File: src/rtl/memory_stage_pkg.sv
// Shared types for the data-memory stage: execute/writeback bundles and load/store funct3 codes.
package memory_stage_pkg;

  localparam int unsigned XLEN       = 32;
  localparam int unsigned REG_ADDR_W = 5;
  localparam int unsigned BE_W       = XLEN / 8;

  localparam logic [2:0] F3_B  = 3'b000;
  localparam logic [2:0] F3_H  = 3'b001;
  localparam logic [2:0] F3_W  = 3'b010;
  localparam logic [2:0] F3_BU = 3'b100;
  localparam logic [2:0] F3_HU = 3'b101;

  typedef struct packed {
    logic                  valid;
    logic [XLEN-1:0]       alu_result;
    logic [XLEN-1:0]       rs2_data;
    logic [REG_ADDR_W-1:0] rd;
    logic                  reg_write;
    logic                  mem_read;
    logic                  mem_write;
    logic [2:0]            funct3;
  } ex_to_mem_s;

  typedef struct packed {
    logic [REG_ADDR_W-1:0] rd;
    logic                  reg_write;
    logic [XLEN-1:0]       data;
  } mem_to_wb_s;

  localparam mem_to_wb_s WB_BUBBLE = '0;

endpackage

File: src/rtl/memory_stage_load_store_align.sv
// Combinational byte-lane logic: store enables/data, load extract/extend, access legality.
module load_store_align
  import memory_stage_pkg::*;
(
  input  logic [2:0]      req_funct3,
  input  logic [1:0]      req_offset,
  input  logic [XLEN-1:0] req_rs2,
  input  logic            req_mem_read,
  input  logic            req_mem_write,
  output logic [BE_W-1:0] be_c,
  output logic [XLEN-1:0] wdata_c,
  output logic            fault_c,
  input  logic [2:0]      rsp_funct3,
  input  logic [1:0]      rsp_offset,
  input  logic [XLEN-1:0] rsp_rdata,
  output logic [XLEN-1:0] load_value_c
);

  logic            store_ok;
  logic            load_ok;
  logic            misaligned;
  logic [XLEN-1:0] shifted;

  // Store lane placement: narrow data is replicated so any lane can pick it up.
  always_comb begin
    be_c    = 4'b1111;
    wdata_c = req_rs2;
    case (req_funct3)
      F3_B: begin
        be_c    = 4'b0001 << req_offset;
        wdata_c = {4{req_rs2[7:0]}};
      end
      F3_H: begin
        be_c    = 4'b0011 << req_offset;
        wdata_c = {2{req_rs2[15:0]}};
      end
      default: ;
    endcase
  end

  // Low funct3 bits encode access size for both signed and unsigned loads.
  always_comb begin
    store_ok   = (req_funct3 == F3_B) || (req_funct3 == F3_H) || (req_funct3 == F3_W);
    load_ok    = store_ok || (req_funct3 == F3_BU) || (req_funct3 == F3_HU);
    misaligned = ((req_funct3[1:0] == 2'b01) && req_offset[0]) ||
                 ((req_funct3[1:0] == 2'b10) && (req_offset != 2'b00));
    fault_c    = (req_mem_read || req_mem_write) &&
                 ((req_mem_read && req_mem_write) ||
                  (req_mem_write && !store_ok) ||
                  (req_mem_read && !load_ok) ||
                  misaligned);
  end

  always_comb begin
    shifted      = rsp_rdata >> {rsp_offset, 3'b000};
    load_value_c = shifted;
    case (rsp_funct3)
      F3_B:    load_value_c = {{24{shifted[7]}}, shifted[7:0]};
      F3_H:    load_value_c = {{16{shifted[15]}}, shifted[15:0]};
      F3_BU:   load_value_c = {24'b0, shifted[7:0]};
      F3_HU:   load_value_c = {16'b0, shifted[15:0]};
      default: ;
    endcase
  end

endmodule

File: src/rtl/memory_stage.sv
// RV32I data-memory stage: sequences one load/store at a time over a valid/ready port
// and registers the writeback bundle, stalling upstream while an access is in flight.
module memory_stage
  import memory_stage_pkg::*;
#(
  parameter int unsigned ADDR_WIDTH = 32
) (
  input  logic                  clk,
  input  logic                  rst,
  input  ex_to_mem_s            ex_to_mem,
  output logic                  mem_stall,
  output logic                  dmem_req_valid,
  input  logic                  dmem_req_ready,
  output logic [ADDR_WIDTH-1:0] dmem_addr,
  output logic                  dmem_we,
  output logic [BE_W-1:0]       dmem_be,
  output logic [XLEN-1:0]       dmem_wdata,
  input  logic                  dmem_rsp_valid,
  input  logic [XLEN-1:0]       dmem_rdata,
  output mem_to_wb_s            mem_to_wb,
  output logic                  mem_fault
);

  localparam logic [1:0] ST_IDLE     = 2'd0;
  localparam logic [1:0] ST_REQ      = 2'd1;
  localparam logic [1:0] ST_WAIT_RSP = 2'd2;
  localparam logic [1:0] ST_DONE     = 2'd3;

  logic [1:0]            state;
  logic [1:0]            state_d;
  mem_to_wb_s            wb_d;
  logic                  fault_d;
  logic                  req_valid_d;
  logic                  latch_op;
  logic                  latch_rsp;

  logic [2:0]            op_funct3;
  logic [1:0]            op_offset;
  logic [REG_ADDR_W-1:0] op_rd;
  logic                  op_reg_write;
  logic                  op_is_load;
  logic [XLEN-1:0]       load_data;

  logic                  mem_op_c;
  logic                  start_c;
  logic [BE_W-1:0]       be_c;
  logic [XLEN-1:0]       wdata_c;
  logic                  fault_c;
  logic [XLEN-1:0]       load_value_c;

  load_store_align u_align (
    .req_funct3    (ex_to_mem.funct3),
    .req_offset    (ex_to_mem.alu_result[1:0]),
    .req_rs2       (ex_to_mem.rs2_data),
    .req_mem_read  (ex_to_mem.mem_read),
    .req_mem_write (ex_to_mem.mem_write),
    .be_c          (be_c),
    .wdata_c       (wdata_c),
    .fault_c       (fault_c),
    .rsp_funct3    (op_funct3),
    .rsp_offset    (op_offset),
    .rsp_rdata     (dmem_rdata),
    .load_value_c  (load_value_c)
  );

  assign mem_op_c  = ex_to_mem.valid && (ex_to_mem.mem_read || ex_to_mem.mem_write);
  assign start_c   = (state == ST_IDLE) && mem_op_c && !fault_c;
  assign mem_stall = start_c || (state == ST_REQ) || (state == ST_WAIT_RSP);

  always_ff @(posedge clk) begin
    if (rst) state <= ST_IDLE;
    else     state <= state_d;
  end

  // Next state and next registered outputs; writeback defaults to a bubble.
  always_comb begin
    state_d     = state;
    wb_d        = WB_BUBBLE;
    fault_d     = 1'b0;
    req_valid_d = dmem_req_valid;
    latch_op    = 1'b0;
    latch_rsp   = 1'b0;
    case (state)
      ST_IDLE: begin
        if (ex_to_mem.valid) begin
          if (!mem_op_c) begin
            wb_d.rd        = ex_to_mem.rd;
            wb_d.reg_write = ex_to_mem.reg_write;
            wb_d.data      = ex_to_mem.alu_result;
          end else if (fault_c) begin
            fault_d = 1'b1;
          end else begin
            latch_op    = 1'b1;
            req_valid_d = 1'b1;
            state_d     = ST_REQ;
          end
        end
      end
      ST_REQ: begin
        if (dmem_req_ready) begin
          req_valid_d = 1'b0;
          state_d     = op_is_load ? ST_WAIT_RSP : ST_DONE;
        end
      end
      ST_WAIT_RSP: begin
        if (dmem_rsp_valid) begin
          latch_rsp = 1'b1;
          state_d   = ST_DONE;
        end
      end
      ST_DONE: begin
        if (op_is_load) begin
          wb_d.rd        = op_rd;
          wb_d.reg_write = op_reg_write;
          wb_d.data      = load_data;
        end
        state_d = ST_IDLE;
      end
      default: state_d = ST_IDLE;
    endcase
  end

  // Request fields are captured once at issue so they stay stable until accepted.
  always_ff @(posedge clk) begin
    if (rst) begin
      dmem_req_valid <= 1'b0;
      dmem_addr      <= '0;
      dmem_we        <= 1'b0;
      dmem_be        <= '0;
      dmem_wdata     <= '0;
      mem_to_wb      <= WB_BUBBLE;
      mem_fault      <= 1'b0;
      op_funct3      <= '0;
      op_offset      <= '0;
      op_rd          <= '0;
      op_reg_write   <= 1'b0;
      op_is_load     <= 1'b0;
      load_data      <= '0;
    end else begin
      dmem_req_valid <= req_valid_d;
      mem_to_wb      <= wb_d;
      mem_fault      <= fault_d;
      if (latch_op) begin
        dmem_addr    <= {ex_to_mem.alu_result[ADDR_WIDTH-1:2], 2'b00};
        dmem_we      <= ex_to_mem.mem_write;
        dmem_be      <= ex_to_mem.mem_write ? be_c : 4'b0000;
        dmem_wdata   <= wdata_c;
        op_funct3    <= ex_to_mem.funct3;
        op_offset    <= ex_to_mem.alu_result[1:0];
        op_rd        <= ex_to_mem.rd;
        op_reg_write <= ex_to_mem.reg_write;
        op_is_load   <= ex_to_mem.mem_read;
      end
      if (latch_rsp) load_data <= load_value_c;
    end
  end

endmodule
File: config.mk
export PLATFORM = sky130hd
export DESIGN_NAME = memory_stage
export DESIGN_NICKNAME = d
export VERILOG_FILES = /design/src/rtl/memory_stage_pkg.sv /design/src/rtl/memory_stage_load_store_align.sv /design/src/rtl/memory_stage.sv
export SDC_FILE = /design/constraint.sdc
export NUM_CORES = 1
export LEC_CHECK = 0
export CORE_AREA = 4 4 108 151
export DETAILED_ROUTE_END_ITERATION = 8
export DIE_AREA = 0 0 112 155
export PLACE_DENSITY = 0.8
export SYNTH_ARGS = -nofsm -noshare
export SYNTH_HDL_FRONTEND = slang
export SYNTH_SLANG_ARGS = --single-unit
File: constraint.sdc
create_clock -name clk -period 2.7 [get_ports clk]
set_input_delay 0.27 -clock clk [delete_from_list [all_inputs] [get_ports clk]]
set_output_delay 0.27 -clock clk [all_outputs]
set_load 0.02 [all_outputs]
# Yosys cells after proc, flatten, opt, wreduce, memory -nomap -nowiden
# Cells that the tools add are included.
# Widths: inputs -> output; s select.
[op_classes]
n_eq_ne = 17
shift = 3
muxes = 27
bitwise_logic = 3
n_reduce_logical = 31
[ops]
columns = ["cell", "count"]
rows = [
  ["$pmux 32 s4", 1],
  ["$mux 38", 3],
  ["$pmux 38 s2", 1],
  ["$pmux 32 s2", 1],
  ["$shr 32x5->32", 1],
  ["$eq 3x3->1 const B", 4],
  ["$mux 1", 12],
  ["$logic_or 1x1->1", 11],
  ["$mux 2", 5],
  ["$ne 2x2->1 const B", 5],
  ["$reduce_and 5->1", 2],
  ["$logic_and 1x1->1", 9],
  ["$pmux 2 s4", 1],
  ["$pmux 4 s2", 1],
  ["$eq 2x2->1 const B", 3],
  ["$eq 3x1->1 const B", 2],
  ["$logic_not 3->1", 2],
  ["$eq 2x1->1 const B", 2],
  ["$mux 4", 1],
  ["$reduce_bool 2->1", 2],
  ["$reduce_or 4->1", 1],
  ["$shl 1x2->4 const A", 1],
  ["$shl 2x2->4 const A", 1],
  ["$eq 3x2->1 const B", 1],
  ["other kinds (4)", 8],
]
[totals]
regBits = 153
inputBits = 112
out_inout_bits = 110
word_cells = 97

# Logic depth before layout (Yosys ltp)
[depth]
depth_word = 14
depth_mapped = 8
depth_no_buf = 6

# Modules after synthesis
# From an unflattened synthesis, not the netlist that was laid out.
[hier_totals]
cells_unflattened = 780
hier_area_um2 = 6456.2
[by_module_without_submodules]
columns = ["mod", "n_inst", "cells_per_inst", "area_per_inst_um2", "seq_area_each_um2"]
rows = [
  ["memory_stage", 1, 604, 5243.8, 3062.9],
  ["load_store_align", 1, 176, 1212.4, 0.0],
]

# Least setup slack after synthesis
# OpenSTA, ideal clock, no wires.
[synth_path]
kind = "in2out"
startpoint = "input port ex_to_mem[44] in the netlist's numbering"
endpoint = "output port mem_stall"
t_arrival_ps = 1710
required_time_ps = 2430
slack_ps = 720
cell_stages = 7
path_buffers = 3
cell_sequence = "buf_6 -> or4_4 -> o211a_1 -> buf_6 -> nor3_4 -> buf_6 -> or3_1"
[synth_via]
elab_chain_cells = 9
[synth_lines]
columns = ["item", "line", "source"]
rows = [
  ["start, declared", "memory_stage.sv:10", "input ex_to_mem_s ex_to_mem,"],
  ["$reduce_bool 2->1", "memory_stage_load_store_align.sv:46", "((req_funct3[1:0] == 2'b10) && (req_offset != 2'b00));"],
  ["$logic_and 1x1->1", "memory_stage_load_store_align.sv:46", ""],
  ["$logic_or 1x1->1", "memory_stage_load_store_align.sv:45", "misaligned = ((req_funct3[1:0] == 2'b01) && req_offset[0]) ||"],
  ["$logic_or 1x1->1", "memory_stage_load_store_align.sv:50", "(req_mem_read && !load_ok) ||"],
  ["$logic_and 1x1->1", "memory_stage_load_store_align.sv:47", "fault_c = (req_mem_read || req_mem_write) &&"],
  ["$logic_not 1->1", "memory_stage.sv:67", "assign start_c = (state == ST_IDLE) && mem_op_c && !fault_c;"],
  ["$logic_and 1x1->1", "memory_stage.sv:67", ""],
  ["$logic_or 1x1->1 (2 in series)", "memory_stage.sv:68", "assign mem_stall = start_c || (state == ST_REQ) || (state == ST_WAIT_RSP);"],
  ["end, declared", "memory_stage.sv:11", "output logic mem_stall,"],
]
# Every way passes these cells.

# Final worst setup path
# Ends and elaborated chain as after synthesis.

==> results.txt <==
- In the routed layout, each cell is associated on average with a via count of 6.12.
* Internal Pwr Total: 4600 µW
* Setup TNS: 0 ns
* HPWL after detailed placement: 16800 µm
- TritonRoute pass-1 iters: 6
- For this run, the leading register cell type out of synthesis is sky130_fd_sc_hd__dfxtp_1.
- Initial standard-cell utilization of the core: 46.6%
- Storage element area: 0.00306 mm²
* Run status: completed
- Dominant combinational cell family by area after synthesis: compound AO/OA/AOI/OAI gates
- Vias in the first global route: 6836
- In the synthesized netlist, mux cells make up 8.03% of the area.
- Rows: 53
* Reported max-cap violation count: 0
* Count of warnings emitted by yosys: 0
- Area post-placement: 0.00928 mm²
- Final Skew: 0.0127 ns
- Setup Crit Path Kind: input pin to output pin
- Diode insertion count for antenna repair: 0
* End-of-flow core utilization: 66.3%
- Register clock-pin slew on the reported worst setup and hold paths: 0.07 ns
- The routed layout has 7230 vias.
- Combinational Power Share: 27.4%
* Number of clock buffers inserted by TritonCTS: 17
- Total Routing Usage GR: 27.2%
- The initial antenna violation count is 0.
* Maximum level of the CTS H-tree: 4
* Post-detailed-route count of antenna-violating nets: 0
- Flip-flop and latch count after synthesis: 153
- Of the cells placed in the final design, the portion with a size suffix greater than 1 is 9.40%.
- Number of design rule violations left after detail routing: 0
- Setup repair after global routing left no endpoint under its margin.
* Maximum fanout along the worst path: 9
* Number of flops mapped to enable cells by yosys: 0
- Across the VDD grid, the largest voltage drop is 0.439 mV.
* Post-synthesis cell type with the largest combined area: sky130_fd_sc_hd__dfxtp_1
- Counting every sink on the clock net gives 153.
- Cell with the most instances after synthesis: sky130_fd_sc_hd__dfxtp_1
* Relative slew slack: 46.6%
- Width of the die: 112 µm
* Worst-Margin Slew: 0.801 ns
- Net switching power: 2360 µW
* Fraction of the mapped netlist area in simple logic gates: 12.4%
- Total area of multi-input combinational cells: 0.00347 mm²
- Wires add up to 24400 µm.
* Clock period minus final worst setup slack: 2.50 ns
- Clock Path Buffers: 2
- Number of top-level pins: 222
* Synth Area in XOR/XNOR: 0%
* Arrival time of data at the critical path endpoint: 2.23 ns
- Clock latency on the worst-skew pair, taken at its later pin, is 0.43 ns.
- In the synthesized netlist the async set-or-reset flop fraction comes to 0%.
- Share of the clock period used by the worst path: 92.6%
* Final global-route overflow total: 0
* Synthesis-to-finish area growth: 42.2%
* Area share of fa/ha/maj cells after synthesis: 0.720%
- The count of buffers added on input and output ports is 219.
- Sequential cells account for 37.2% of the total power.
- Critical path required time: 2.43 ns
- Setup violations remaining at the end of the flow were counted as 0.
- The core region is 0.0149 mm².
- Average wire length per cell after detail routing: 20.7 µm
- The number of pins exceeding their max-slew limit in the final report came to 0.
* Hold-critical path depth: 3
* Proportion of power drawn by the clock network: 35.5%
- The mapped netlist covers 0.00695 mm².
- After routing the design area is 0.00989 mm².
* Fmax: 0.400 GHz
- Most common library cells after synthesis: sky130_fd_sc_hd__dfxtp_1 (153), sky130_fd_sc_hd__a21oi_1 (101), sky130_fd_sc_hd__clkbuf_1 (78)
* Post-CTS setup repair buffer count: 0
- Hold Vio Cnt, Final: 0
- The worst setup path is launched from an input pin.
- The cell sitting at the root of the clock tree is a sky130_fd_sc_hd__clkbuf_16.
- The cell count after synthesis came out at 797.
- Entering global routing, the biggest net connects 64 pins.
- The first global-routing pass estimated 37800 µm of wire.
* Number of fillers in the final layout: 1234
- Post-synth cell types: 51
- Fraction of the mapped netlist area in compound gates: 28.2%
- Switching part of the total power: 33.9%
- Cell types with the largest area share after synthesis: sky130_fd_sc_hd__dfxtp_1 (44%), sky130_fd_sc_hd__a21oi_1 (7.3%), sky130_fd_sc_hd__mux2i_1 (5.8%), sky130_fd_sc_hd__o31ai_1 (5.4%), sky130_fd_sc_hd__nand4_1 (4.5%)
* Leakage: 0.00342 µW
- In this run the worst hold path is classified as input pin to register.
- In this run the mean area of a mapped cell was 8.72 µm².
- Share of the yosys chip area belonging to registers: 44.1%
* Power density of the placed cells: 703 mW/mm²
- The worst setup path is captured at an output pin.
* Die ar.: 0.0174 mm²
- Chip height: 155 µm
- After the last flow step, the layout net total stands at 1092.
- TritonCTS clock tree: built
- Share of the synthesized area in the top cell type: 44.1%
- Routability Congestion: 0.902
* R2R Setup Slk: 0.28 ns
* Violation count after the first detailed-route iteration: 625
* Worst reg2reg path depth: 8
## through the flow
stage | hold slack (ns) | power, µW | cells | setup slack, ns
after floorplan | 0.418 | 3720 | 798 | 0.720
after global placement | 0.442 | 4470 | 1149 | 0.00241
after detailed placement | 0.446 | 4500 | 1149 | 0.00275
after CTS | 0.305 | 6940 | 1181 | 0.216
after global routing | 0.330 | 7210 | 1181 | 0.115
final | 0.317 | 6950 | 1181 | 0.200
## layout by cell type, fill, tap and decap left out, types with 3 or more instances in the layout
master	n
sky130_fd_sc_hd__clkdlybuf4s50_1	217
sky130_fd_sc_hd__dfxtp_1	153
sky130_fd_sc_hd__a21oi_1	101
sky130_fd_sc_hd__nor2_1	54
sky130_fd_sc_hd__nand4_1	50
sky130_fd_sc_hd__o31ai_1	50
sky130_fd_sc_hd__nand2_1	46
sky130_fd_sc_hd__mux2i_1	40
sky130_fd_sc_hd__a22oi_1	38
sky130_fd_sc_hd__o21ai_0	36
sky130_fd_sc_hd__buf_4	34
sky130_fd_sc_hd__o211ai_1	17
sky130_fd_sc_hd__a31oi_1	17
sky130_fd_sc_hd__clkbuf_16	17
sky130_fd_sc_hd__inv_1	11
sky130_fd_sc_hd__mux2_2	10
sky130_fd_sc_hd__a311oi_1	10
sky130_fd_sc_hd__a211oi_1	9
sky130_fd_sc_hd__o2bb2ai_1	7
sky130_fd_sc_hd__nor2b_1	5
sky130_fd_sc_hd__ha_1	4
sky130_fd_sc_hd__inv_6	4
sky130_fd_sc_hd__and2_1	3
sky130_fd_sc_hd__or2_2	3
sky130_fd_sc_hd__nor3_1	3
sky130_fd_sc_hd__o32ai_1	3
sky130_fd_sc_hd__clkinvlp_4	3
## critical path: stages
cell                              delay [ns]
sky130_fd_sc_hd__clkdlybuf4s50_1        0.53
sky130_fd_sc_hd__buf_4                  0.18
sky130_fd_sc_hd__a2bb2oi_1              0.23
sky130_fd_sc_hd__o211a_2                0.25
sky130_fd_sc_hd__nor3_4                 0.06
sky130_fd_sc_hd__or3_1                  0.36
sky130_fd_sc_hd__dlygate4sd2_1          0.34
## cell type report
cell class	count	share of cell area [%]
clock inverters	13	1.56
repair buffers	254	24.9
multi-input cells	538	35.1
inverters	12	0.456
clock buffers	19	4.58
flip-flops and latches	153	31.0
well taps	192	2.43
## timing repair
item                       4_1_cts  5_1_grt
gates resized for setup          1        0
hold buffers                     0        0
setup endpoints to repair        1        0
## power groups by stage
stage / combinational (µW) / sequential [µW] / clock (µW)
finish: 1900 / 2580 / 2470
global route: 2030 / 2600 / 2580
floorplan: 1000 / 2720 / 0
detailed placement: 1870 / 2630 / 0
global placement: 1850 / 2620 / 0
CTS: 1880 / 2580 / 2480
## registers in the layout, indices dropped and copies added (netlist names)
name / flops
dmem_addr: 30
dmem_be: 4
dmem_req_valid: 1
dmem_wdata: 32
dmem_we: 1
load_data: 32
mem_fault: 1
mem_to_wb: 38
op_funct3: 3
op_is_load: 1
op_offset: 2
op_rd: 5
op_reg_write: 1
state: 2
## layer usage
layer / vias to the layer above / wire (µm) / part of all wire, % / global-route usage (%)
li1: 3338 / - / - / -
met4: 0 / 674 / 2.8 / 9.39
met5: - / 0 / 0 / 0
met1: 3443 / 9220 / 38 / 33.0
met3: 44 / 1980 / 8.1 / 6.15
met2: 405 / 12500 / 51 / 47.5
## final timing paths
kind | endpoint | from
max | mem_stall | ex_to_mem[44]
min | dmem_addr[19] | rst
min reg2reg | load_data[2] | load_data[2]
max reg2reg | mem_to_wb[1] | state[0]
## cells by family (layout without fill, tap and decap cells)
family                   Yosys count  count (layout)
AO/OA/AOI/OAI                    304             304
AND/OR/NAND/NOR                  176             176
flip-flops                       153             153
buffers and inverters            107             298
multiplexers                      52              52
adder cells (fa/ha/maj)            4               4
other                              1               2
Power figures use the tool's default switching activity.
==> patch (same flow settings) <==
Set the parameter `ADDR_WIDTH` to 24 (it was 32).
--- a/src/rtl/memory_stage.sv
+++ b/src/rtl/memory_stage.sv
@@ -5,3 +5,3 @@
 #(
-  parameter int unsigned ADDR_WIDTH = 32
+  parameter int unsigned ADDR_WIDTH = 24
 ) (
Interface: changed (resized dmem_addr); port bits go from 222 to 214. The function was not compared with the original's and may differ.
==> patch against the original RTL <==
Clock power shrank 12%. Critical endpoint unchanged. First-iteration DRC count shrank 8.6%. Sequential cell count shrank 8. Area after synthesis shrank 5.1%. Clock skew shrank 0.0038 ns. Design area shrank 4.3%. Register-to-register slack gained 0.18 ns. Non-clock buffer count shrank 12. Largest cell class unchanged. Wire length shrank 8.4%. Power shrank 7.2%. Worst setup slack gained 0.15 ns.
==> patch: results <==
set metrics [dict create \
    grtUsageTotal 0.246 \
    drive_above_1_share 0.0945 \
    drt-initial-drc-count 571 \
    reg2reg_setup_slack_ns 0.46 \
    post_cts_buffers 0 \
    skew_ns 0.00893 \
    cts-root-buf "clkbuf_16" \
    fillCellCount 1244 \
    vias_per_cell 5.90 \
    critPathMaxFanout 10 \
    cts_buffer_depth 2 \
    wirelength_um 22400 \
    ys_types 50 \
    cts_buffers 17 \
    ys_seq_area_frac 0.440 \
    holdPathStages 2 \
    grt_pass1_vias 6339 \
    cts_resized 0 \
    min_from "rst" \
    dp_hpwl_um 15700 \
    portBuffers 211 \
    grt_first_pass_wirelength_um 34300 \
    tns_ns 0 \
    worstPathArrival_ns 2.08 \
    insertion_delay_ns 0.41 \
    hold_path.class "in2reg" \
    globalplace.congestion 0.906 \
    status "finished, final reports clean" \
    rr_worst_depth 8 \
    p_sw_frac 0.344 \
    grt_max_degree 63 \
    yosys-top-cells-area "dfxtp_1 44%, a21oi_1 7.1%, mux2i_1 6.1%" \
    leakagePower_nw 3.29 \
    synthArstFlopShare 0 \
    netlist_top_cells_count "145 x dfxtp_1, 93 x a21oi_1, 71 x clkbuf_1, 54 x nor2_1, 46 x nand2_1" \
    diodes 0 \
    top_regs "mem_to_wb: 38 flops, dmem_wdata: 32 flops, load_data: 32 flops" \
    ctsHtreeMaxLevel 4 \
    drt-pass1-iter-count 5 \
    holdPathEnd "dmem_addr[11]$_SDFFE_PP0P_" \
    antenna_found_initial 0 \
    r2r_end "mem_to_wb[19]$_SDFF_PP0_" \
    max_slew_margin 0.433 \
    ys_warn_count 0 \
    vdd_drop_max_mv 0.396 \
    fin_nets 1045 \
    clk_pin_slew_ns 0.06 \
    reg2reg_from "state[0]$_SDFFE_PP0P_" \
]
## patch: cell types whose count changed after synthesis, sizes merged, moves of 7 or more
cell	change
nand4	-8
o31ai	-8
clkbuf	-7
a21oi	-8
dfxtp	-8
## patch: worst max-delay path by stage
| stage | startpoint | slack, ns | to |
|---|---|---|---|
| floorplan | ex_to_mem[44] | 0.72 | mem_stall |
| global placement | ex_to_mem[44] | 0.05 | mem_stall |
| detailed placement | ex_to_mem[44] | 0.03 | mem_stall |
| CTS | ex_to_mem[44] | 0.02 | mem_stall |
| global route | ex_to_mem[43] | 0.27 | mem_stall |
| finish | ex_to_mem[43] | 0.35 | mem_stall |
## patch: logic make-up (layout without fill, tap and decap cells)
group,after synthesis,count (layout),share of synthesized area
adder cells (fa/ha/maj),4,4,0.00758
other,1,2,0.000568
buffers and inverters,96,283,0.0614
AO/OA/AOI/OAI,289,289,0.284
flip-flops,145,145,0.440
multiplexers,52,52,0.0845
AND/OR/NAND/NOR,167,167,0.122
## patch: power by group through the flow
| stage | Clock [W] | Combinational, W | Sequential, W |
|---|---|---|---|
| after floorplan | 0 | 0.000953 | 0.00258 |
| after global placement | 0 | 0.00179 | 0.00249 |
| after detailed placement | 0 | 0.00180 | 0.00250 |
| after CTS | 0.00222 | 0.00181 | 0.00245 |
| after global routing | 0.00233 | 0.00194 | 0.00247 |
| final | 0.00218 | 0.00182 | 0.00245 |
## patch: area by class of cell
class,instances,area (sq um),area share
multi-input cells,514,3330,0.352
inverters,9,33.8,0.00357
flip-flops and latches,145,2900,0.307
well taps,192,240,0.0254
repair buffers,242,2400,0.254
clock buffers,17,425,0.0450
clock inverters,15,123,0.0130
## patch: stage by stage
step | utilization | cells | area, sq um | hold WS, ns | worst slack, ns
after floorplan | - | 755 | 6600 | 0.418 | 0.716
after global placement | 0.597 | 1102 | 8910 | 0.443 | 0.0512
final | 0.634 | 1134 | 9460 | 0.224 | 0.349
after detailed placement | 0.597 | 1102 | 8910 | 0.449 | 0.0307
after global routing | 0.634 | 1134 | 9460 | 0.218 | 0.269
after CTS | 0.634 | 1134 | 9460 | 0.202 | 0.0214
## patch: critical path: stages
cell	delay, ns
clkdlybuf4s50_1	0.53
buf_4	0.18
a2bb2oi_1	0.23
o211a_1	0.27
nor3_4	0.06
or3_1	0.30
dlymetal6s2s_1	0.23
## patch: routing by layer
| layer | wire [um] | up-vias | share of wire | GRT usage |
|---|---|---|---|---|
| met4 | 713 | 0 | 0.032 | 0.104 |
| met1 | 8840 | 3151 | 0.40 | 0.301 |
| met5 | 0 | - | 0 | 0 |
| met2 | 11000 | 322 | 0.49 | 0.412 |
| met3 | 1770 | 44 | 0.079 | 0.0611 |
| li1 | - | 3169 | - | - |
